File: src/rtl/ram_lsu_ctrl_pkg.sv
// Shared definitions for the data-RAM load/store controller: funct3 codes, FSM states, request checks.
// Latency: none (types, constants and pure functions only).
// Backpressure: not applicable.
package ram_lsu_ctrl_pkg;

    localparam logic [2:0] F3_B  = 3'd0;
    localparam logic [2:0] F3_H  = 3'd1;
    localparam logic [2:0] F3_W  = 3'd2;
    localparam logic [2:0] F3_BU = 3'd4;
    localparam logic [2:0] F3_HU = 3'd5;

    typedef enum logic [1:0] {
        ST_IDLE   = 2'd0,
        ST_ACCESS = 2'd1,
        ST_WAIT   = 2'd2,
        ST_RESP   = 2'd3
    } lsu_state_t;

    // Stores only have B/H/W; loads additionally have the unsigned BU/HU forms.
    function automatic logic f3_illegal(input logic we, input logic [2:0] f3);
        if (we) begin
            return !(f3 inside {F3_B, F3_H, F3_W});
        end
        return !(f3 inside {F3_B, F3_H, F3_W, F3_BU, F3_HU});
    endfunction

    // Natural alignment: halfwords on even bytes, words on 4-byte boundaries.
    function automatic logic misaligned(input logic [2:0] f3, input logic [1:0] off);
        case (f3)
            F3_H, F3_HU: return off[0];
            F3_W:        return off != 2'b00;
            default:     return 1'b0;
        endcase
    endfunction

endpackage

File: src/rtl/ram_lsu_ctrl_load_align.sv
// Load data aligner: moves the addressed byte/halfword to bit 0 and sign- or zero-extends it.
// Latency: combinational.
// Backpressure: none; the caller samples the result when RAM data is valid.
module ram_lsu_ctrl_load_align
    import ram_lsu_ctrl_pkg::*;
(
    input  logic [31:0] rd_data,
    input  logic [1:0]  byte_off,
    input  logic [2:0]  funct3,
    output logic [31:0] result
);

    logic [31:0] shifted;

    // Shift the addressed lane down, then extend according to access size/signedness.
    always_comb begin
        shifted = rd_data >> {byte_off, 3'b000};
        case (funct3)
            F3_B:    result = {{24{shifted[7]}}, shifted[7:0]};
            F3_BU:   result = {24'b0, shifted[7:0]};
            F3_H:    result = {{16{shifted[15]}}, shifted[15:0]};
            F3_HU:   result = {16'b0, shifted[15:0]};
            default: result = shifted;
        endcase
    end

endmodule

File: src/rtl/ram_lsu_ctrl.sv
// Single-outstanding load/store initiator for the byte-enabled synchronous data RAM.
// Latency accept->rsp_valid: error 1, store 2, load 2+RD_LATENCY cycles.
// Backpressure: req_ready only in IDLE; response held stable until rsp_ready.
module ram_lsu_ctrl
    import ram_lsu_ctrl_pkg::*;
#(
    parameter int unsigned ADDR_WIDTH = 14,
    parameter logic [31:0] BASE_ADDR  = 32'h0001_0000,
    parameter int unsigned RD_LATENCY = 1
) (
    input  logic                  clk,
    input  logic                  rst,
    input  logic                  req_valid,
    output logic                  req_ready,
    input  logic                  req_we,
    input  logic [31:0]           req_addr,
    input  logic [2:0]            req_funct3,
    input  logic [31:0]           req_wdata,
    output logic                  rsp_valid,
    input  logic                  rsp_ready,
    output logic [31:0]           rsp_rdata,
    output logic                  rsp_err,
    output logic [ADDR_WIDTH-1:0] ram_addr,
    output logic [31:0]           ram_wr_data,
    output logic                  ram_wr_en,
    output logic [3:0]            ram_wr_byte_en,
    input  logic [31:0]           ram_rd_data
);

    localparam int unsigned     CNT_W    = $clog2(RD_LATENCY + 1);
    localparam logic [CNT_W-1:0] LAT_LAST = CNT_W'(RD_LATENCY);

    lsu_state_t       state;
    logic             lat_we;
    logic [1:0]       lat_off;
    logic [2:0]       lat_f3;
    logic [31:0]      lat_wdata;
    logic [CNT_W-1:0] wait_cnt;

    logic             in_window;
    logic             acc_err;
    logic [31:0]      load_result;
    logic [3:0]       store_be;

    // The window is aligned to its size, so comparing the bits above the RAM span suffices.
    assign in_window = (req_addr[31:ADDR_WIDTH+2] == BASE_ADDR[31:ADDR_WIDTH+2]);
    assign acc_err   = f3_illegal(req_we, req_funct3) || !in_window
                     || misaligned(req_funct3, req_addr[1:0]);
    assign req_ready = (state == ST_IDLE);

    ram_lsu_ctrl_load_align u_load_align (
        .rd_data  (ram_rd_data),
        .byte_off (lat_off),
        .funct3   (lat_f3),
        .result   (load_result)
    );

    // Store lane replication and byte enables; the strobe only fires in ACCESS and never under reset.
    always_comb begin
        ram_wr_data = lat_wdata;
        store_be    = 4'b1111;
        case (lat_f3)
            F3_B: begin
                ram_wr_data = {4{lat_wdata[7:0]}};
                store_be    = 4'b0001 << lat_off;
            end
            F3_H: begin
                ram_wr_data = {2{lat_wdata[15:0]}};
                store_be    = lat_off[1] ? 4'b1100 : 4'b0011;
            end
            default: begin
                ram_wr_data = lat_wdata;
                store_be    = 4'b1111;
            end
        endcase
        ram_wr_en      = 1'b0;
        ram_wr_byte_en = 4'b0000;
        if ((state == ST_ACCESS) && lat_we && !rst) begin
            ram_wr_en      = 1'b1;
            ram_wr_byte_en = store_be;
        end
    end

    // Request sequencing: accept/check, one RAM cycle, optional read wait, then hold response.
    always_ff @(posedge clk) begin
        if (rst) begin
            state     <= ST_IDLE;
            rsp_valid <= 1'b0;
            rsp_err   <= 1'b0;
            rsp_rdata <= '0;
            ram_addr  <= '0;
            lat_we    <= 1'b0;
            lat_off   <= '0;
            lat_f3    <= '0;
            lat_wdata <= '0;
            wait_cnt  <= '0;
        end else begin
            case (state)
                ST_IDLE: begin
                    if (req_valid) begin
                        lat_we    <= req_we;
                        lat_off   <= req_addr[1:0];
                        lat_f3    <= req_funct3;
                        lat_wdata <= req_wdata;
                        if (acc_err) begin
                            state     <= ST_RESP;
                            rsp_valid <= 1'b1;
                            rsp_err   <= 1'b1;
                            rsp_rdata <= '0;
                        end else begin
                            state    <= ST_ACCESS;
                            ram_addr <= req_addr[ADDR_WIDTH+1:2];
                        end
                    end
                end
                ST_ACCESS: begin
                    if (lat_we) begin
                        state     <= ST_RESP;
                        rsp_valid <= 1'b1;
                        rsp_err   <= 1'b0;
                        rsp_rdata <= '0;
                    end else begin
                        state    <= ST_WAIT;
                        wait_cnt <= CNT_W'(1);
                    end
                end
                ST_WAIT: begin
                    if (wait_cnt == LAT_LAST) begin
                        state     <= ST_RESP;
                        rsp_valid <= 1'b1;
                        rsp_err   <= 1'b0;
                        rsp_rdata <= load_result;
                    end else begin
                        wait_cnt <= wait_cnt + CNT_W'(1);
                    end
                end
                ST_RESP: begin
                    if (rsp_ready) begin
                        state     <= ST_IDLE;
                        rsp_valid <= 1'b0;
                    end
                end
                default: state <= ST_IDLE;
            endcase
        end
    end

endmodule

File: config.mk
export PLATFORM = sky130hd
export DESIGN_NAME = ram_lsu_ctrl
export DESIGN_NICKNAME = d
export VERILOG_FILES = /design/src/rtl/ram_lsu_ctrl_pkg.sv /design/src/rtl/ram_lsu_ctrl_load_align.sv /design/src/rtl/ram_lsu_ctrl.sv
export SDC_FILE = /design/constraint.sdc
export NUM_CORES = 1
export LEC_CHECK = 0
export CAP_MARGIN = 20
export CORE_ASPECT_RATIO = 0.75
export CORE_MARGIN = 2
export CORE_UTILIZATION = 44
export CTS_BUF_LIST = sky130_fd_sc_hd__clkbuf_4 sky130_fd_sc_hd__clkbuf_8 sky130_fd_sc_hd__clkbuf_16
export DETAILED_ROUTE_END_ITERATION = 10
export GPL_TIMING_DRIVEN = 0
export PLACE_DENSITY = 0.82
export SLEW_MARGIN = 20
export SYNTH_ARGS = -nofsm -noshare
export SYNTH_HDL_FRONTEND = slang
export SYNTH_HIERARCHICAL = 1
export SYNTH_SLANG_ARGS = --single-unit
export TNS_END_PERCENT = 30
File: constraint.sdc
create_clock -name clk -period 2.65 [get_ports clk]
set_input_delay 0.6625 -clock clk [delete_from_list [all_inputs] [get_ports clk]]
set_output_delay 0.6625 -clock clk [all_outputs]
set_load 0.01 [all_outputs]
==> impl_metrics.ini, run 1 <==
[outcome]
status = complete, no violations

[floorplan]
coreArea_sq_um = 10300
num_io_pins = 190
start_util_pct = 45.1
dieArea_sq_um = 11400
rows = 32
fp.dieH_um = 93.0
die_w_um = 123

[setup_path]
crit_chain = nor3_4 > mux2_2 > clkdlybuf4s50_1
timing.rr.start = state[0]
slowest_stage = clkdlybuf4s50_1
crit_family = buffers and inverters
cp-start-kind = flop
cp_max_fo = 9
cp.arrival_ns = 1.94
slowest_delay_ns = 0.48
ff2ff_path_depth = 8
r2r_slack_ns = 0.42
endpoint_kind = output port
cp.depth = 3
r2r-end = rsp_rdata[8]
crit_end = ram_wr_data[8]
crit_start = lat_f3[0]
cp_num_buf_inv = 1
required_ns = 1.99
path_class = reg -> out

[finish]
finalNetCount = 893
multi_input_area_sq_um = 2570
regArea_sq_um = 1790
fin_cells = 925
fillCellCount = 821
final_common_cell = clkdlybuf4s50_1
antenna_cells = 0
final_cell_mix = clkdlybuf4s50_1, nand2_1, dfxtp_1, a21oi_1, nor2_1
syn_to_final_growth_pct = 53.1
drive_gt1_share_pct = 10.5

[route]
drtAntennaViolNets = 0
wl_um = 15400
wl_per_cell_um = 16.7
drc = 0
num_vias = 5043
drt-initial-drc-count = 458
firstDrtPassIters = 5
via_per_inst = 5.45

[power]
power_frac_seq_pct = 29.9
power.total_mw = 5.85
p_switching_mw = 2.24
combPwrFrac_pct = 46.2
power.leakage_nw = 2.62
swShare_pct = 38.2
internal_power_mw = 3.61
powerDensity_nw_per_um2 = 823
vdd_drop_max_v = 0.000372
clockPowerShare_pct = 23.9

[sta]
achievable-frequency_mhz = 384
clock_skew_ns = 0.00672
hold_ws_ns = 0.459
finalSetupViolCount = 0
worst_pin_slew_ns = 0.598
period_share_pct = 98.3
setup_tns_ns = 0
period_needed_ns = 2.60
drv_slew = 0
hold_viol_final = 0
max_slew_margin_pct = 60.0

[flow_run]
drv_cap = 0

[synth]
synth_edf_count = 0
netlist_instances = 577
syn_avg_cell_area_sq_um = 8.05
ys_seq_elements = 89
ys_warn_count = 6
netlist_area_sq_um = 4640
synth_nets = 686
seq_area_frac_synth_pct = 38.4
synthMuxAreaShare_pct = 13.1
synth_cell_type_count = 43
synth_compound_area_share_pct = 16.5
synthArstFlopShare_pct = 0
synth_top_family_by_area = simple AND/OR/NAND/NOR gates
synthAdderAreaFrac_pct = 1.35
synth-simple-area-share_pct = 24.0
ys_dominant_reg_cell = dfxtp_1
synth-xor-area-share_pct = 0

[clock_tree]
clk_path_buf_depth = 2
insertion_delay_ns = 0.34
cts_hold_buf = 0
path_clk_slew_ns = 0.06
cts_buffers = 9
cts_tree = built
cts_num_sinks = 89
cts_root_buf = clkbuf_16
cts_htree_levels = 3

[grt]
grt_max_degree = 16
grt_pass1_wl_um = 24000
grt_pass1_vias = 4915
grt_overflow = 0
grt_usage_pct = 26.7
antenna_found_initial = 0

[placed_design]
hpwl_um = 11800
dpl.cell_count = 901
gp_congestion = 0.904
portBuffers = 188

[hold_path]
hp-class = reg -> reg
==> power by group through the flow <==
stage	sequential, mW	clock, mW	combinational (mW)
after floorplan	1.76	0	1.50
final	1.75	1.40	2.70
after global placement	1.75	0	2.51
after detailed placement	1.76	0	2.58
after CTS	1.74	1.42	2.60
after global routing	1.78	1.47	2.92
==> tightest hold or removal path, cell delays in order, from the launching register on <==
cell and delay, ns:
dfxtp_1 0.31, nand2_1 0.05, a21oi_1 0.05
==> synthesized netlist by cell type (all sizes together), types with 2 or more instances <==
cell type	instances	area share (%)
nand2	95	7.7
dfxtp	89	38
a21oi	61	6.6
nor2	49	4.0
o21ai	45	5.0
mux2i	43	9.3
nand2b	34	4.8
nand4	32	4.3
buf	29	4.1
clkbuf	24	1.9
mux2	16	3.9
a211oi	15	2.4
nor2b	9	1.2
inv	8	0.65
ha	5	1.3
nor4	3	0.40
a311oi	2	0.51
a31oi	2	0.59
and2	2	0.32
and4	2	0.40
nor3	2	0.32
o211ai	2	0.43
o21bai	2	0.32
==> worst min-delay path by stage <==
stage | to | startpoint | depth (start not counted)
6_report | lat_wdata[19] | lat_wdata[19] | 2
5_1_grt | lat_wdata[23] | lat_wdata[23] | 2
4_1_cts | lat_wdata[16] | lat_wdata[16] | 2
3_5_place_dp | lat_wdata[16] | lat_wdata[16] | 2
3_3_place_gp | lat_wdata[18] | lat_wdata[18] | 2
2_1_floorplan | lat_wdata[16] | lat_wdata[16] | 2
==> kinds of logic (layout without fill, tap and decap cells) <==
group / Yosys count / in the layout
AOI/OAI and AO/OA: 132 / 132
adders and majority gates: 5 / 5
buffers and inverters: 61 / 273
DFF: 89 / 89
muxes: 59 / 59
and+or+nand+nor: 231 / 231
==> per-layer routing <==
metal | vias to the layer above | wire [um] | share of wire (%) | global-route usage (%)
met3 | 34 | 1310 | 8.5 | 6.28
met5 | - | 0 | 0 | 0
met4 | 0 | 327 | 2.1 | 8.81
met1 | 2337 | 6640 | 43 | 34.0
li1 | 2409 | - | - | -
met2 | 263 | 7120 | 46 | 44.5
==> sequential cells by signal, indices dropped and copies added (netlist names) <==
register   flops
lat_wdata     32
rsp_rdata     32
ram_addr      14
lat_f3         3
lat_off        2
state          2
lat_we         1
rsp_err        1
rsp_valid      1
wait_cnt       1
==> layout make-up <==
type	instances	share of cell area, %
multi-input combinational	427	36.1
timing repair buffer	197	27.2
sequential	89	25.2
buffer	52	3.98
clock buffer	10	3.36
tap	136	2.39
clock inverter	6	1.27
inverter	8	0.422
==> metrics by stage <==
stage | worst slack [ns] | util (%) | cell area [sq um]
final | 0.0458 | 69.1 | 7110
after global routing | -0.00580 | 69.1 | 7110
after CTS | -0.0247 | 68.5 | 7050
after detailed placement | -0.336 | 65.1 | 6700
after global placement | -0.312 | 65.1 | 6700
after floorplan | 0.587 | - | 4640
==> repair_timing <==
item | CTS | global route
gates resized for setup | 22 | 5
setup buffers | 2 | 7
hold endpoints to repair | 0 | 0
pin swaps | 2 | 1
setup endpoints to repair | 29 | 9
(Power assumes the default switching activity.)
==> run 2: changes to the inputs <==
--- a/config.mk
+++ b/config.mk
@@ -13,7 +13,6 @@
 export DETAILED_ROUTE_END_ITERATION = 10
 export GPL_TIMING_DRIVEN = 0
 export PLACE_DENSITY = 0.82
-export SLEW_MARGIN = 20
 export SYNTH_ARGS = -nofsm -noshare
 export SYNTH_HDL_FRONTEND = slang
 export SYNTH_HIERARCHICAL = 1
==> results of run 2 <==
Same layout as run 1: the final DEF is identical, and so are final timing and power.
==> run 3: changes to the inputs <==
--- a/config.mk
+++ b/config.mk
@@ -6,7 +6,6 @@
 export NUM_CORES = 1
 export LEC_CHECK = 0
 export CAP_MARGIN = 20
-export CORE_ASPECT_RATIO = 0.75
 export CORE_MARGIN = 2
 export CORE_UTILIZATION = 44
 export CTS_BUF_LIST = sky130_fd_sc_hd__clkbuf_4 sky130_fd_sc_hd__clkbuf_8 sky130_fd_sc_hd__clkbuf_16
==> impl_metrics.ini, run 3 (same netlist as run 1, synthesis figures left out) <==
[outcome]
status = complete, no violations

[sta]
hold_ws_ns = 0.466
worst_pin_slew_ns = 0.615
period_share_pct = 97.1
finalSetupViolCount = 0
clock_skew_ns = 0.0129
period_needed_ns = 2.57
achievable-frequency_mhz = 389
rsz0062_at_grt = no
setup_tns_ns = 0
hold_viol_final = 0
drv_slew = 0
fin_ws_ns = 0.0775
max_slew_margin_pct = 59.0

[grt]
grt_pass1_wl_um = 24800
grt_usage_pct = 27.4
antenna_found_initial = 0
grt_overflow = 0
grt_max_degree = 16
grt_pass1_vias = 5068

[route]
via_per_inst = 5.43
wl_per_cell_um = 17.0
drc = 0
num_vias = 4995
wl_um = 15700
firstDrtPassIters = 5
drtAntennaViolNets = 0
drt-initial-drc-count = 191

[finish]
top_regs = lat_wdata x32, rsp_rdata x32, ram_addr x14
finalNetCount = 888
fillCellCount = 871
syn_to_final_growth_pct = 50.1
final_cell_mix = clkdlybuf4s50_1, nand2_1, dfxtp_1, a21oi_1, nor2_1
stdcell_area_sq_um = 6970
fin_cells = 920
drive_gt1_share_pct = 10.7
antenna_cells = 0
final_common_cell = clkdlybuf4s50_1
utilization_pct = 67.8

[placed_design]
portBuffers = 188
hpwl_um = 12000
dpl.cell_count = 901
pre_cts_ws_ns = -0.471
gp_congestion = 0.950
placed_area_sq_um = 6700

[floorplan]
dieArea_sq_um = 11400
rows = 37
fp.dieH_um = 107
start_util_pct = 45.2
die_w_um = 107
num_io_pins = 190
coreArea_sq_um = 10300

[power]
power.leakage_nw = 2.60
power.total_mw = 5.28
vdd_drop_max_v = 0.000430
powerDensity_nw_per_um2 = 757

[clock_tree]
cts_htree_levels = 3
insertion_delay_ns = 0.36
clk_path_buf_depth = 2
cts_hold_buf = 0
cts_num_sinks = 89
cts_root_buf = clkbuf_8
cts_tree = built
cts_buffers = 9
path_clk_slew_ns = 0.10

[hold_path]
hp-class = reg -> reg

[setup_path]
cp_max_fo = 10
required_ns = 1.99
crit_chain = nor2_4 > clkbuf_4 > nor2_1 > a21oi_2 > clkdlybuf4s50_1
cp_num_buf_inv = 2
cp.arrival_ns = 1.91
path_class = reg -> out
endpoint_kind = output port
slowest_stage = clkdlybuf4s50_1
crit_family = buffers and inverters
cp-start-kind = flop
slowest_delay_ns = 0.56

[flow_run]
drv_cap = 0
[run 3: power by group]
group          total [mW]  switching, mW  internal, mW
registers            1.74          0.179          1.56
logic                2.66           1.51          1.15
clock network       0.875          0.506         0.368
total                5.28           2.20          3.08
[run 3: final cells by class]
cell class / count / area, sq um / area share, %
Sequential cell: 89 / 1790 / 25.7
Tap cell: 136 / 170 / 2.44
Buffer: 53 / 294 / 4.22
Multi-Input combinational cell: 427 / 2600 / 37.3
Timing Repair Buffer: 191 / 1900 / 27.3
Clock inverter: 6 / 42.5 / 0.610
Inverter: 8 / 30.0 / 0.431
Clock buffer: 10 / 138 / 1.97
[run 3: worst paths after layout]
kind / start / cells past startpoint / slack (ns) / end
max: lat_f3[2] / 5 / 0.08 / ram_wr_data[26]
min: lat_wdata[29] / 2 / 0.47 / lat_wdata[29]
min reg2reg: lat_wdata[29] / 2 / 0.47 / lat_wdata[29]
max reg2reg: state[0] / 8 / 0.44 / rsp_rdata[0]
[run 3: what timing repair did]
action                                  4_1_cts  5_1_grt
endpoints found under the setup margin       29        5
resized for setup                            36        9
buffers inserted                              3        0
pin swaps                                     2        0
[run 3: tightest hold or removal path, delay by kind of cell, from the launching register on]
kind / cells / cell delay, ns
simple gates: 1 / 0.05
compound gates: 1 / 0.05
flops: 1 / 0.32
[run 3: routing by layer]
layer  up-vias  global-route usage (%)  share of wire (%)
met5         -                       0                  0
met4         0                    10.7                2.7
met3        35                    7.84                 10
met2       264                    45.8                 46
met1      2307                    33.4                 41
li1       2389                       -                  -
